<file path="src/rtl/byte_2_word_n.sv">
// ============================================================================
// Module      : byte_2_word_n
// Description : Packs BYTES_PER_WORD bytes into a registered word with a
//               per-word byte order, a valid/ready handshake and a sticky
//               overrun flag. Partial-word flush is enabled by BYTE_TIMEOUT_EN.
// Revision    : 1.0 - initial release
// ============================================================================
`default_nettype none

module byte_2_word_n #(
  parameter int BYTES_PER_WORD = 2,
  parameter int BYTE_W         = 8,
  parameter int TIMEOUT_CYC    = 1024,
  parameter int IDX_W          = (BYTES_PER_WORD > 1) ? $clog2(BYTES_PER_WORD) : 1
) (
  input  logic                             clk,
  input  logic                             rst,
  input  logic                             ce,
  input  logic                             sync_clr,
  input  logic                             byte_dv,
  input  logic [BYTE_W-1:0]                byte_in,
  input  logic                             msb_first,
  input  logic                             word_rdy,
  output logic                             word_dv,
  output logic [BYTES_PER_WORD*BYTE_W-1:0] word,
  output logic [IDX_W-1:0]                 byte_idx,
  output logic                             overrun,
  output logic                             timeout
);

  localparam int          c_word_w = BYTES_PER_WORD * BYTE_W;
  localparam [IDX_W-1:0]  c_last   = IDX_W'(BYTES_PER_WORD - 1);

  logic [BYTE_W-1:0]   r_coll [BYTES_PER_WORD];
  logic [IDX_W-1:0]    r_idx;
  logic                r_order;
  logic                r_word_dv;
  logic [c_word_w-1:0] r_word;
  logic                r_overrun;

  logic [BYTE_W-1:0]   w_slot [BYTES_PER_WORD];
  logic [c_word_w-1:0] w_asm;
  logic                w_order;
  logic                w_take;
  logic                w_complete;
  logic                w_accept;
  logic                w_load;
  logic                w_drop;
  logic                w_to_hit;

  // A byte is only taken when sync_clr is low; sync_clr always wins.
  assign w_take     = ce & byte_dv & ~sync_clr;
  assign w_complete = w_take & (r_idx == c_last);
  assign w_accept   = ce & r_word_dv & word_rdy;
  assign w_load     = w_complete & (~r_word_dv | word_rdy);
  assign w_drop     = w_complete & r_word_dv & ~word_rdy;

  // The first byte of a word takes its order from the live input.
  assign w_order = (r_idx == '0) ? msb_first : r_order;

  generate
    for (genvar k = 0; k < BYTES_PER_WORD; k++) begin : g_slot
      assign w_slot[k] = (r_idx == IDX_W'(k)) ? byte_in : r_coll[k];
    end
  endgenerate

  always_comb begin
    w_asm = '0;
    for (int k = 0; k < BYTES_PER_WORD; k++) begin
      if (w_order)
        w_asm[(BYTES_PER_WORD-1-k)*BYTE_W +: BYTE_W] = w_slot[k];
      else
        w_asm[k*BYTE_W +: BYTE_W] = w_slot[k];
    end
  end

  // Collector, byte counter and latched order
  always_ff @(posedge clk or posedge rst) begin
    if (rst) begin
      r_idx   <= '0;
      r_order <= 1'b0;
      for (int k = 0; k < BYTES_PER_WORD; k++) r_coll[k] <= '0;
    end else if (ce) begin
      if (sync_clr || w_to_hit) begin
        r_idx <= '0;
        for (int k = 0; k < BYTES_PER_WORD; k++) r_coll[k] <= '0;
      end else if (byte_dv) begin
        if (r_idx == '0) r_order <= msb_first;
        if (r_idx == c_last) begin
          r_idx <= '0;
          for (int k = 0; k < BYTES_PER_WORD; k++) r_coll[k] <= '0;
        end else begin
          r_coll[r_idx] <= byte_in;
          r_idx         <= r_idx + 1'b1;
        end
      end
    end
  end

  // Output register: a completion coinciding with acceptance reloads without a bubble.
  always_ff @(posedge clk or posedge rst) begin
    if (rst) begin
      r_word_dv <= 1'b0;
      r_word    <= '0;
    end else if (w_load) begin
      r_word_dv <= 1'b1;
      r_word    <= w_asm;
    end else if (w_accept) begin
      r_word_dv <= 1'b0;
    end
  end

  always_ff @(posedge clk or posedge rst) begin
    if (rst)
      r_overrun <= 1'b0;
    else if (ce && sync_clr)
      r_overrun <= 1'b0;
    else if (w_drop)
      r_overrun <= 1'b1;
  end

`ifdef BYTE_TIMEOUT_EN
  localparam int          c_to_w  = $clog2(TIMEOUT_CYC + 1);
  localparam [c_to_w-1:0] c_to_hi = c_to_w'(TIMEOUT_CYC - 1);

  logic [c_to_w-1:0] r_to_cnt;
  logic              r_timeout;

  // Flush fires on the idle cycle that brings the count to TIMEOUT_CYC.
  assign w_to_hit = ce & ~sync_clr & ~byte_dv & (r_idx != '0) & (r_to_cnt == c_to_hi);

  always_ff @(posedge clk or posedge rst) begin
    if (rst) begin
      r_to_cnt  <= '0;
      r_timeout <= 1'b0;
    end else if (ce) begin
      r_timeout <= w_to_hit;
      if (byte_dv || sync_clr || w_to_hit || (r_idx == '0))
        r_to_cnt <= '0;
      else
        r_to_cnt <= r_to_cnt + 1'b1;
    end
  end

  assign timeout = r_timeout;
`else
  assign w_to_hit = 1'b0;
  assign timeout  = 1'b0;
`endif

  assign word_dv  = r_word_dv;
  assign word     = r_word;
  assign byte_idx = r_idx;
  assign overrun  = r_overrun;

endmodule

`default_nettype wire

</file>
<file path="config.mk">
export PLATFORM = sky130hd
export DESIGN_NAME = byte_2_word_n
export DESIGN_NICKNAME = d
export VERILOG_FILES = /design/src/rtl/byte_2_word_n.sv
export SDC_FILE = /design/constraint.sdc
export NUM_CORES = 1
export LEC_CHECK = 0
export BUFFER_PORTS_ARGS = -buffer_cell sky130_fd_sc_hd__buf_2
export CAP_MARGIN = 20
export CORE_MARGIN = 3
export CORE_UTILIZATION = 54
export CTS_CLUSTER_SIZE = 12
export DETAILED_ROUTE_END_ITERATION = 8
export MAX_ROUTING_LAYER = met4
export PLACE_DENSITY = 0.87
export REMOVE_ABC_BUFFERS = 1
export SLEW_MARGIN = 20
export SYNTH_ARGS = -nofsm -noshare
export SYNTH_HDL_FRONTEND = slang
export SYNTH_SLANG_ARGS = --single-unit
</file>
<file path="constraint.sdc">
create_clock -name clk -period 2.1 [get_ports clk]
set_clock_uncertainty 0.05 [all_clocks]
set_input_delay 0.21 -clock clk [delete_from_list [all_inputs] [get_ports clk]]
set_output_delay 0.21 -clock clk [all_outputs]
set_load 0.01 [all_outputs]
</file>
# ---- Word level (Yosys, flattened, before mapping)
# Cells that the tools add are included.
dict set report word_totals {
  reg_bits 36
  inputBits 15
  output_inout_bits 20
}
dict set report op_classes {
  add_sub_neg 1
  n_lt_le_gt_ge 2
  n_mux 18
  bitwise_logic 13
  n_reduce_logical 7
}
# cell count
set ops {}
lappend ops {{$mux 16} 3}
lappend ops {{$mux 8} 5}
lappend ops {{$bwmux 16} 1}
lappend ops {{$and 1x1->1} 8}
lappend ops {{$demux 8 s1} 1}
lappend ops {{$mux 1} 8}
lappend ops {{$reduce_bool 2->1} 3}
lappend ops {{$not 1->1} 3}
lappend ops {{$reduce_and 3->1} 1}
lappend ops {{$ge 2x2->1 const B} 1}
lappend ops {{$logic_and 1x1->1} 2}
lappend ops {{$lt 2x1->1 const B} 1}
lappend ops {{$not 1->2} 1}
lappend ops {{$reduce_and 2->1} 1}
lappend ops {{$add 1x1->1 const B} 1}
lappend ops {{$or 1x1->1} 1}

# ---- Longest topological paths before layout
# Gate-level depths: netlist (run 1).
dict set report logic_depth {
  depth_word 9
  mapped_depth 5
  mapped_depth_nobuf 3
}

# ---- Least setup slack after synthesis (run 1)
# Ideal clock, no wire load.
dict set report synth_timing {
  path_type {reg2reg}
  from {reg r_idx, in the netlist byte_idx}
  to {reg r_word[1], in the netlist word[1]}
  setup_ns 0.125
  t_arrival_ns 1.440
  setup_slack_ns 0.486
  stages_incl_launch_ff 6
  n_path_buf 2
  synth_period_minus_slack_ns 1.614
  path_cell_list {dfrtp_1 > buf_6 > nand3_1 > nor3_4 > buf_6 > mux2_2}
}
dict set report synth_between {
  elab_chain_len 2
  word_cells_on_any_way 6
  cone_classes {mux (4); bitwise (2)}
}
# element line
set synth_rtl {}
lappend synth_rtl {{start: declaration} 35} ;# logic [IDX_W-1:0] r_idx;
lappend synth_rtl {{start signal: assignment} 94} ;# r_idx <= r_idx + 1'b1;
lappend synth_rtl {{$mux 8 (tied with other cells)} 63} ;# assign w_slot[k] = (r_idx == IDX_W'(k)) ? byte_in : r_coll[k];
lappend synth_rtl {{$mux 8 / $and 1x1->1 (equally long branches)} {70, 55}}
lappend synth_rtl {{end signal: assignment} 107} ;# r_word <= w_asm;
lappend synth_rtl {{end: declaration} 38} ;# logic [c_word_w-1:0] r_word;
# Parallel ways exist; a longest one is shown, timed or not.
# A chain may end at the register's enable or synchronous reset.

# ---- Worst setup path in the final report (run 1)
dict set report layout_timing {
  from {reg r_idx, in the netlist byte_idx}
  to {reg r_word[7], in the netlist word[7]}
}
# The elaborated chain is that of the path after synthesis.

==> results.cfg, run 1 <==
[sta]
min_period_ns = 1.78
clock.fmax_ghz = 0.562
grt_setup_unrepaired = false
number_of_endpoints_failing_setup_at_the_final_stage = 0
drv_slew = 0
final.period_utilization_pct = 84.8
finalHoldViolCount = 0
final.setup.tns_ns = 0
post-route-worst-setup-slack_ns = 0.320
hold_slack_ns = 0.112

[pwr]
p_sw_share_pct = 29.0
power_density_nw_per_um2 = 899
power.share.combinational_pct = 27.8
leakage_nw = 1.07
vdd.ir_drop.worst_uv = 502
share_seq_of_total_power_pct = 46.8
total_power_mw = 1.89
power.switching_mw = 0.549
cellInternalPower_mw = 1.34
power_frac_clock_pct = 25.4

[worst_setup_path]
critical_path_depth = 4
critPathMostFrequentCell = mux2i_1
critical_path.top_delay_family = multiplexers
worst_r2r_path_depth = 4
critPathMaxFanout = 17
worst_path_largest_cell_delay_ns = 0.60
cp_num_buf_inv = 1
r2r-start = byte_idx$_DFFE_PP0P_
worstSetupStartpoint = byte_idx$_DFFE_PP0P_
worst_setup_path_start_kind = register
critical_path_required_ns = 2.27
critical_path_arrival_ns = 1.95
worst_path_max_delay_cell = dfrtp_1
path_cells = buf_4, mux2i_1, mux2i_1, mux2_2
critical_path.endpoint_type = register
timing.setup.critical_path_class = register to register

[placement]
port-buffer-count = 33
place_inst = 213
dpl-instance-area_sq_um = 2020
place.detailed.hpwl_um = 2510
place_ws_ns = 0.339
globalplace.congestion = 0.801

[floorplanning]
placeableCoreArea_sq_um = 3150
floorplan.initialDensity_pct = 58.3
dieHeight_um = 64.3
floorplan.die.width_um = 64.3
number_of_primary_i_o_pins = 35
floorplan.rows = 20
die-area_sq_um = 4140

[detailed_routing]
ant_nets = 0
wl_per_cell_um = 16.3
drt_pass1_iterations = 4
wl_met1_um = 1590
drt_iter0_markers = 27
route.top_layer_used = met4
viasPerCell = 5.53
drc = 0
route.met3.wl_um = 246
route.vias.total = 1227
met2RoutedLength_um = 1750
drt_wl_total_um = 3610

[min_path]
worstHoldPathCells = 2
hold_path_startpoint = byte_in[7]
hold_path_class = input pin to register

[clock_network]
post_cts_resized = 0
cts_buffer_depth = 2
htree_num_levels = 2
total_clock_buffers_created_by_cts = 5
tritoncts = yes
tritoncts_sinks = 36
clock_insertion_delay_worst_skew_ns = 0.34
clockRootBuffer = clkbuf_4
cts.reportedPaths.clkPinSlew_ns = 0.10
cts.hold.buffers_added = 1
postCtsSetupBuffers = 0

[grt]
pin_count_of_the_biggest_net_entering_global_routing = 37
first_global_vias = 1312
globalRouteOverflowTotal = 0
grt_pass1_wl_um = 6070
total_grt_usage_pct = 19.8
grt_antenna_before_repair = 0

[finish]
inserted_diodes = 0
synthToLayoutAreaGrowth_pct = 14.6
final.fill_count = 246
design_area_sq_um = 2110
layout.core_utilization_pct = 66.8
fin_cells = 222
finish.net_count = 192
final_layout_size_suffix_gt1_share_pct = 35.4

[yosys]
yosysSeqAreaShare_pct = 49.0
post_synth_num_cell_types = 29
synth_top_flop_cell = dfrtp_1
number_of_synthesized_flops_with_an_enable_pin = 0
syn-mean-instance-area_sq_um = 13.0
synthCells = 141
syn_area_sq_um = 1840
yosys_warnings = 0
ys_async_sr_fraction_pct = 100
synth.ff_latch_count = 36

[job]
max-cap-violations = 0

[outcome]
run_status = finished clean
-- layout make-up --
class | instances | area [sq um] | share of cell area, %
Timing Repair Buffer | 39 | 213 | 10.1
Multi-Input combinational cell | 87 | 831 | 39.5
Tap cell | 44 | 55.1 | 2.61
Sequential cell | 36 | 901 | 42.8
Clock buffer | 6 | 41.3 | 1.96
Clock inverter | 2 | 35.0 | 1.66
Inverter | 8 | 30.0 | 1.43
-- sequential cells by signal, summed over array words and instances, names as in the netlist --
register	flops
byte_idx	1
overrun	1
r_coll	16
r_order	1
word	16
word_dv	1
-- cells in the mapped netlist, drive strengths merged (2+ instances only) --
master | instances | share of area, %
a41oi | 2 | 0.95
o22ai | 6 | 2.0
a21o | 2 | 0.82
a2bb2oi | 6 | 2.9
clkbuf | 4 | 0.82
nand2 | 2 | 0.41
mux2 | 16 | 12
buf | 6 | 3.3
mux2i | 33 | 19
inv | 8 | 1.6
dfrtp | 36 | 49
and2 | 8 | 2.7
-- per-layer routing --
layer	vias to the layer above	track usage [%]
met1	595	25.5
met5	-	-
met2	49	31.1
met3	4	3.87
met4	0	7.39
li1	579	-
-- final timing paths --
check	to	slack (ns)
max	word[7]$_DFFE_PP0P_	0.32
min	r_coll[15]$_DFFE_PP0P_	0.11
max reg2reg	word[7]$_DFFE_PP0P_	0.32
min reg2reg	r_coll[7]$_DFFE_PP0P_	0.45
max in group asynchronous	word[15]$_DFFE_PP0P_	1.23
min in group asynchronous	word[9]$_DFFE_PP0P_	0.44
-- placed cells by master, fill, tap and decap left out, types with 5 or more instances in the layout --
cell and n:
a2bb2oi_1 6, and2_1 8, buf_2 33, buf_4 5, clkbuf_4 5, dfrtp_1 36
inv_1 8, mux2_2 7, mux2_4 9, mux2i_1 32, o22ai_1 6
-- cells by family (layout without fill, tap and decap cells) --
| logic type | Yosys count | in the layout | synth area share (%) |
|---|---|---|---|
| other | 1 | 1 | 0.204 |
| flip-flops | 36 | 36 | 49.0 |
| multiplexers | 49 | 49 | 30.3 |
| AO/OA/AOI/OAI | 22 | 22 | 9.06 |
| buffers and inverters | 18 | 55 | 5.72 |
| AND/OR/NAND/NOR | 15 | 15 | 5.65 |
-- power by group through the flow --
stage               clock (mW)  combinational [mW]  sequential [mW]
floorplan                    0               0.279            0.953
global placement             0               0.512            0.892
detailed placement           0               0.532            0.897
CTS                      0.495               0.534            0.886
global route             0.519               0.573            0.900
finish                   0.481               0.526            0.885
Note: power is estimated with default switching activity, not from simulation.
==> run 2, diff against run 1 <==
- clock period: 2.1 -> 1.69 ns (I/O delays scaled with it)
==> run 2 against run 1 <==
Register-to-register slack got worse by 0.17 ns. Sequential power rose by 24%. Wire length rose by 5.5%. Worst setup slack got worse by 0.17 ns. Clock power fell by 14%. Cell count rose by 0.90%. Flip-flop and latch count did not move.
==> results.cfg, run 2 (synthesis gave the netlist of run 1 again) <==
[outcome]
run_status = finished clean

[placement]
dpl-instance-area_sq_um = 2050
place.detailed.hpwl_um = 2710
globalplace.congestion = 0.780
port-buffer-count = 33
place_ws_ns = 0.0959

[pwr]
leakage_nw = 1.07
vdd.ir_drop.worst_uv = 617
power_frac_clock_pct = 18.9
power.switching_mw = 0.670
power_density_nw_per_um2 = 1040
cellInternalPower_mw = 1.53
p_sw_share_pct = 30.5
share_seq_of_total_power_pct = 50.0
power.share.combinational_pct = 31.1

[detailed_routing]
drt_wl_total_um = 3810
wl_met1_um = 1650
ant_nets = 0
drt_iter0_markers = 45
wl_per_cell_um = 17.0
route.vias.total = 1284
route.met3.wl_um = 176
route.top_layer_used = met4
drc = 0
drt_pass1_iterations = 4
met2RoutedLength_um = 1960
viasPerCell = 5.73

[clock_network]
clockRootBuffer = clkbuf_4
cts_buffer_depth = 2
total_clock_buffers_created_by_cts = 5
tritoncts_sinks = 36
htree_num_levels = 2
clock_insertion_delay_worst_skew_ns = 0.32
cts.reportedPaths.clkPinSlew_ns = 0.10
tritoncts = yes

[worst_setup_path]
critPathMaxFanout = 10
worst-r2r-setup-slack_ns = 0.15
worst_path_largest_cell_delay_ns = 0.45
worst_setup_path_start_kind = register
critPathMostFrequentCell = mux2i_1
worst_path_max_delay_cell = dfrtp_2
r2r-start = byte_idx$_DFFE_PP0P_
timing.setup.critical_path_class = register to register
worstSetupStartpoint = byte_idx$_DFFE_PP0P_
critical_path.endpoint_type = register
critical_path_arrival_ns = 1.71
critical_path_required_ns = 1.85
path_cells = buf_4, mux2i_1, mux2i_1, mux2_4

[sta]
finalHoldViolCount = 0
hold_slack_ns = 0.0740
grt_setup_unrepaired = false
clock.fmax_ghz = 0.648
final.setup.tns_ns = 0
min_period_ns = 1.54
post-route-worst-setup-slack_ns = 0.148
number_of_endpoints_failing_setup_at_the_final_stage = 0
final.period_utilization_pct = 91.3
drv_slew = 0

[floorplanning]
floorplan.rows = 20
floorplan.initialDensity_pct = 58.3
placeableCoreArea_sq_um = 3150
number_of_primary_i_o_pins = 35
die-area_sq_um = 4140
dieHeight_um = 64.3
floorplan.die.width_um = 64.3

[finish]
design_area_sq_um = 2110
finish.net_count = 195
final.fill_count = 256
layout.core_utilization_pct = 67.0
synthToLayoutAreaGrowth_pct = 15.0
mostFrequentLayoutCells = dfrtp_1, buf_2, mux2i_1, mux2_4
layout_commonest_cell = dfrtp_1
inserted_diodes = 0
final_layout_size_suffix_gt1_share_pct = 36.7

[min_path]
hold_path_class = input pin to register
hold_path_startpoint = byte_in[7]

[grt]
globalRouteOverflowTotal = 0
grt_pass1_wl_um = 6600
grt_antenna_before_repair = 0
pin_count_of_the_biggest_net_entering_global_routing = 37
total_grt_usage_pct = 21.4
first_global_vias = 1370

[job]
max-cap-violations = 0
==> run 2: changes by cell type in the layout (fill, tap and decap cells not counted), sizes merged <==
cell,delta
buf,+3
bufinv,-1
==> run 2: final timing paths <==
path | end | cells after the start
min in group asynchronous | word[9]$_DFFE_PP0P_ | 4
worst max register to register | word[12]$_DFFE_PP0P_ | 4
worst min register to register | r_coll[3]$_DFFE_PP0P_ | 1
worst max-delay path | word[12]$_DFFE_PP0P_ | 4
worst min-delay path | r_coll[15]$_DFFE_PP0P_ | 2
max in group asynchronous | byte_idx$_DFFE_PP0P_ | 4
==> run 2: metrics by stage <==
step / std cells / total power, mW
2_1_floorplan: 131 / 1.53
3_3_place_gp: 216 / 1.76
3_5_place_dp: 216 / 1.80
4_1_cts: 224 / 2.22
5_1_grt: 224 / 2.33
6_report: 224 / 2.20
==> run 2: layout make-up <==
type,count,area (sq um),area share [%]
clock inverters,1,5.00,0.237
inverters,8,30.0,1.42
well taps,44,55.1,2.61
multi-input cells,87,831,39.3
flip-flops and latches,36,902,42.7
repair buffers,42,248,11.7
clock buffers,6,41.3,1.95
==> run 2: layer usage <==
layer | track usage [%] | up-vias
met2 | 36.5 | 38
met5 | - | -
met3 | 5.62 | 6
li1 | - | 585
met1 | 25.2 | 655
met4 | 5.54 | 0
==> run 2: worst max-delay path: cells and delay by family (launching register included) <==
family | cells | cell delay, ns
flip-flops | 1 | 0.45
buffers and inverters | 1 | 0.24
multiplexers | 3 | 0.70
==> run 2: repair_timing <==
| action | 4_1_cts | 5_1_grt |
|---|---|---|
| hold buffers | 1 | 0 |
| buffers inserted | 0 | 0 |
| gates resized for setup | 0 | 1 |
| endpoints found under the setup margin | 0 | 3 |
| hold endpoints to repair | 36 | 0 |
==> run 2: power by group through the flow <==
stage          Combinational (mW)  Clock, mW  Sequential [mW]
6_report                    0.683      0.416             1.10
5_1_grt                     0.736      0.470             1.12
4_1_cts                     0.688      0.430             1.10
3_5_place_dp                0.682          0             1.12
3_3_place_gp                0.658          0             1.11
2_1_floorplan               0.347          0             1.18
